## src/rtl/pipeline_sink_if.sv

```systemverilog
// Upstream byte handshake between the last pipeline stage and the sink.
interface pipeline_sink_if #(
    parameter int WIDTH = 8
);
    logic             DIR;
    logic [WIDTH-1:0] data_in;
    logic             ack;

    modport master (output DIR, output data_in, input ack);
    modport slave  (input DIR, input data_in, output ack);
endinterface

```

## src/rtl/pipeline_sink.sv

```systemverilog
// Terminal consumer of the byte pipeline: four-phase handshake into a
// show-ahead FIFO, with running byte count, XOR checksum and sticky underflow.
module pipeline_sink #(
    parameter int WIDTH = 8,
    parameter int DEPTH = 8,
    parameter int AW    = 3
) (
    input  logic             clk,
    input  logic             reset,
    pipeline_sink_if.slave   up,
    input  logic             rd_en,
    output logic [WIDTH-1:0] rd_data,
    output logic             empty,
    output logic             full,
    output logic [AW:0]      count,
    output logic [15:0]      byte_count,
    output logic [WIDTH-1:0] checksum,
    output logic             underflow
);
    typedef enum logic {IDLE, ACK} state_t;

    localparam logic [AW:0] FULL_CNT = (AW + 1)'(DEPTH);

    state_t           state_q;
    state_t           state_d;
    logic             wr_en;
    logic             pop;
    logic [AW-1:0]    wr_ptr;
    logic [AW-1:0]    rd_ptr;
    logic [WIDTH-1:0] mem [DEPTH];

    // Status flags come only from the registered occupancy, so a same-cycle
    // pop never unblocks a write on that edge.
    assign empty   = (count == '0);
    assign full    = (count == FULL_CNT);
    assign pop     = rd_en && !empty;
    assign rd_data = mem[rd_ptr];
    // ack is simply the registered ACK state.
    assign up.ack  = (state_q == ACK);

    // Handshake next-state: capture once in IDLE, then wait for DIR to drop.
    always_comb begin
        state_d = state_q;
        wr_en   = 1'b0;
        case (state_q)
            IDLE: begin
                if (up.DIR && !full) begin
                    wr_en   = 1'b1;
                    state_d = ACK;
                end
            end
            ACK: begin
                if (!up.DIR) begin
                    state_d = IDLE;
                end
            end
            default: state_d = IDLE;
        endcase
    end

    // Handshake state register.
    always_ff @(posedge clk) begin
        if (reset) begin
            state_q <= IDLE;
        end else begin
            state_q <= state_d;
        end
    end

    // FIFO storage is not reset; contents are don't-care while empty.
    always_ff @(posedge clk) begin
        if (wr_en && !reset) begin
            mem[wr_ptr] <= up.data_in;
        end
    end

    // Pointers, occupancy, statistics and sticky underflow.
    always_ff @(posedge clk) begin
        if (reset) begin
            wr_ptr     <= '0;
            rd_ptr     <= '0;
            count      <= '0;
            byte_count <= '0;
            checksum   <= '0;
            underflow  <= 1'b0;
        end else begin
            if (wr_en) begin
                wr_ptr     <= wr_ptr + AW'(1);
                byte_count <= byte_count + 16'd1;
                checksum   <= checksum ^ up.data_in;
            end
            if (pop) begin
                rd_ptr <= rd_ptr + AW'(1);
            end
            if (rd_en && empty) begin
                underflow <= 1'b1;
            end
            case ({wr_en, pop})
                2'b10:   count <= count + (AW + 1)'(1);
                2'b01:   count <= count - (AW + 1)'(1);
                default: count <= count;
            endcase
        end
    end
endmodule

```

## src/flat_wrapper.sv

```systemverilog
// flat-port wrapper written by rule: the top's interface ports become plain ports
module pipeline_sink_flat 
#(
    parameter int WIDTH = 8,
    parameter int DEPTH = 8,
    parameter int AW    = 3
)
  (clk, reset, rd_en, rd_data, empty, full, count, byte_count, checksum, underflow, up_DIR, up_data_in, up_ack);
  pipeline_sink_if #(.WIDTH(WIDTH)) up_i ();
  input  logic clk;
  input  logic reset;
  input  logic rd_en;
  output logic [WIDTH-1:0] rd_data;
  output logic empty;
  output logic full;
  output logic [AW:0] count;
  output logic [15:0] byte_count;
  output logic [WIDTH-1:0] checksum;
  output logic underflow;
  input wire logic [$bits(up_i.DIR)-1:0] up_DIR;
  input wire logic [$bits(up_i.data_in)-1:0] up_data_in;
  output wire logic [$bits(up_i.ack)-1:0] up_ack;
  assign up_i.DIR = up_DIR;
  assign up_i.data_in = up_data_in;
  assign up_ack = up_i.ack;
  pipeline_sink #(.WIDTH(WIDTH), .DEPTH(DEPTH), .AW(AW)) u_core (.clk(clk), .reset(reset), .up(up_i), .rd_en(rd_en), .rd_data(rd_data), .empty(empty), .full(full), .count(count), .byte_count(byte_count), .checksum(checksum), .underflow(underflow));
endmodule
```

## config.mk

```make
export PLATFORM = sky130hd
export DESIGN_NAME = pipeline_sink_flat
export DESIGN_NICKNAME = d
export VERILOG_FILES = /design/src/rtl/pipeline_sink_if.sv /design/src/rtl/pipeline_sink.sv /design/src/flat_wrapper.sv
export SDC_FILE = /design/constraint.sdc
export NUM_CORES = 1
export LEC_CHECK = 0
export BUFFER_PORTS_ARGS = -buffer_cell sky130_fd_sc_hd__buf_2
export CORE_MARGIN = 8
export CORE_UTILIZATION = 64
export CTS_BUF_LIST = sky130_fd_sc_hd__clkbuf_2
export DETAILED_ROUTE_END_ITERATION = 10
export PLACE_DENSITY = 0.87
export SLEW_MARGIN = 40
export SYNTH_ARGS = -nofsm -noshare
export SYNTH_HDL_FRONTEND = slang
export SYNTH_SLANG_ARGS = --single-unit
```

## constraint.sdc

```tcl
create_clock -name clk -period 8.1 [get_ports clk]
set_input_delay 1.62 -clock clk [delete_from_list [all_inputs] [get_ports clk]]
set_output_delay 1.62 -clock clk [all_outputs]
set_load 0.005 [all_outputs]
```

==> results.yml <==
drt:
  viasPerCell: 5.88
  via_count: 2497
  routed_wl_um: 7910
  dr.pass1.iters: 4
  drt_iter0_drc: 115
  wl_per_cell_um: 18.6
  final_antenna_net_count: 0
  route.detailed.drc: 0
clock_network:
  cts.sinks: 103
  cts_resized: 0
  clockBufferDepth: 2
  cts-root-buf: "clkbuf_2"
  clock_latency_ns: 0.52
  hold_buffers: 0
  clk_pin_slew_ns: 0.26
  tritoncts: "built"
  htreeDepth: 3
  cts_setup_buffers: 0
  cts_inserted_buffers: 9
setup_path:
  arrival_ns: 2.31
  rr_worst_depth: 9
  crit_path_end: "rd_data[7]"
  worst-path-max-fanout: 16
  regToRegStartpoint: "u_core.count[0]"
  endpoint_kind: "primary output"
  r2r_slack_ns: 5.33
  r2r_end: "u_core.count[2]"
  cp_data_required_time_ns: 6.48
  critical_path_class: "reg -> out"
  critPathLaunchType: "flip-flop"
sta:
  rsz0062_at_grt: "false"
  hold_viol: 0
  fin_tns_setup_ns: 0
  fmax_mhz: 254
  fin_skew_ns: 0.0252
  finalCritPeriodShare_pct: 48.5
  report.final.slew_viol_count: 0
  setup_ws_ns: 4.17
  slew-limit-headroom_pct: 47.3
  period_needed_ns: 3.93
  tightestPinTransition_ns: 0.789
  setup_viol: 0
layout:
  final_cell_area_sq_um: 4580
  diodes: 0
  nNetsFinal: 361
  final_core_util_pct: 72.5
  area_delta_synth_final_pct: 9.68
  final_layout_size_suffix_gt1_share_pct: 30.2
  fill_cells: 435
hold_path:
  hold_depth: 2
  worstHoldPathType: "reg -> reg"
synthesis:
  synthTopCellsByCount: "64 x edfxtp_1, 39 x dfxtp_1, 34 x nor2_1"
  syn_avg_cell_area_sq_um: 14.1
  syn_nets: 313
  synthAdderAreaFrac_pct: 1.80
  async_flop_share_pct: 0
  synth_edf_count: 64
  syn_area_sq_um: 4170
  synth_compound_area_share_pct: 3.33
  ys_seq_area_share_pct: 64.7
  yosysTopAreaCellShare_pct: 46.0
  synth_ff_type: "edfxtp_1"
  yosysMostFrequentCell: "edfxtp_1"
  ys_types: 41
  synth.largest_area_cell: "edfxtp_1"
  synth_xor_area_share_pct: 4.83
  synth-simple-area-share_pct: 11.7
  synth_area_leaders: "edfxtp_1 46%, dfxtp_1 19%, mux4_2 8.6%, xor2_1 3.6%, nor2_1 3.1%"
  yosysWarnings: 0
  synthCells: 295
  synth-seq-cells: 103
  synthMuxAreaShare_pct: 11.5
  synth_top_family_by_area: "simple AND/OR/NAND/NOR gates"
grt:
  grt_pass1_wl_um: 12700
  grt_usage_pct: 16.9
  grt_pass1_vias: 2607
  antenna_found_initial: 0
  overflow: 0
  grt_max_degree: 41
floorplan:
  die_y_um: 96.8
  num_rows: 29
  ios: 52
  die_w_um: 96.8
  core-area_sq_um: 6310
  start_util_pct: 66.1
  dieArea_sq_um: 9360
power:
  ir_drop_uv: 222
  finalPower_uw: 1110
  leakagePower_uw: 0.00164
  power_density_nw_per_um2: 243
place:
  portBuffers: 51
  dp.final_hpwl_um: 5480
  pre_cts_ws_ns: 4.30
  gp_congestion: 0.756
  dpl_cell_area_sq_um: 4480
outcome:
  status: "finished clean"
job:
  drv_cap: 0
==> cells in the final DEF, fill, tap and decap left out, drive strengths merged, types with 5 or more instances in the layout <==
cell type | netlist | routed
xnor2 | 6 | 6
nand2 | 7 | 7
o21ai | 5 | 5
xor2 | 17 | 17
mux2 | 9 | 9
mux4 | 16 | 16
dfxtp | 39 | 39
buf | 9 | 52
nor2 | 34 | 34
or3 | 7 | 7
nand3 | 13 | 13
clkbuf | 6 | 11
nand4 | 6 | 6
a21oi | 13 | 13
edfxtp | 64 | 64
ha | 6 | 6
==> logic make-up after synthesis <==
group / Yosys count
buf+inv: 19
xor+xnor: 23
flops: 103
fa+ha+maj: 6
mux: 27
simple gates: 93
compound gates: 24
==> routing by layer <==
| metal | vias to the layer above | GRT usage [%] | part of all wire (%) |
|---|---|---|---|
| li1 | 1200 | - | - |
| met1 | 1227 | 19.0 | 42 |
| met2 | 58 | 28.7 | 51 |
| met3 | 12 | 5.05 | 4.1 |
| met4 | 0 | 7.93 | 2.4 |
| met5 | - | 0 | 0 |
==> state kept, by name, indices dropped and copies added (netlist names), named ones only <==
signal	count
u_core.byte_count	16
u_core.checksum	8
u_core.count	4
u_core.mem	64
u_core.rd_ptr	3
u_core.underflow	1
u_core.up.ack	1
u_core.wr_ptr	3
==> critical path, cell delays in order, from the launching register on <==
cell     delay (ns)
dfxtp_2        0.78
mux4_2         0.59
mux2_2         0.28
buf_2          0.13
==> area by class of cell <==
cell class	count	area, sq um	area share, %
clock buffer	11	55.1	1.20
clock inverter	5	35.0	0.765
multi-input combinational	173	1410	30.7
tap	77	96.3	2.10
inverter	4	17.5	0.383
sequential	103	2700	59.1
timing repair buffer	52	263	5.74
==> report_power, final <==
group	switching [uW]	total [uW]	internal [uW]
registers	56.1	650	594
clock network	154	197	42.8
logic	121	266	145
==> through the flow <==
stage	std cells	hold WS [ns]
6_report	425	0.499
5_1_grt	425	0.536
4_1_cts	425	0.509
3_5_place_dp	409	0.459
3_3_place_gp	409	0.447
2_1_floorplan	295	0.460
==> worst min-delay path by stage <==
stage | start | endpoint | slack (ns)
CTS | u_core.underflow | u_core.underflow | 0.51
finish | u_core.underflow | u_core.underflow | 0.50
floorplan | u_core.underflow | u_core.underflow | 0.46
global route | u_core.byte_count[1] | u_core.byte_count[1] | 0.54
detailed placement | u_core.underflow | u_core.underflow | 0.46
global placement | u_core.underflow | u_core.underflow | 0.45
(Power assumes the default switching activity.)
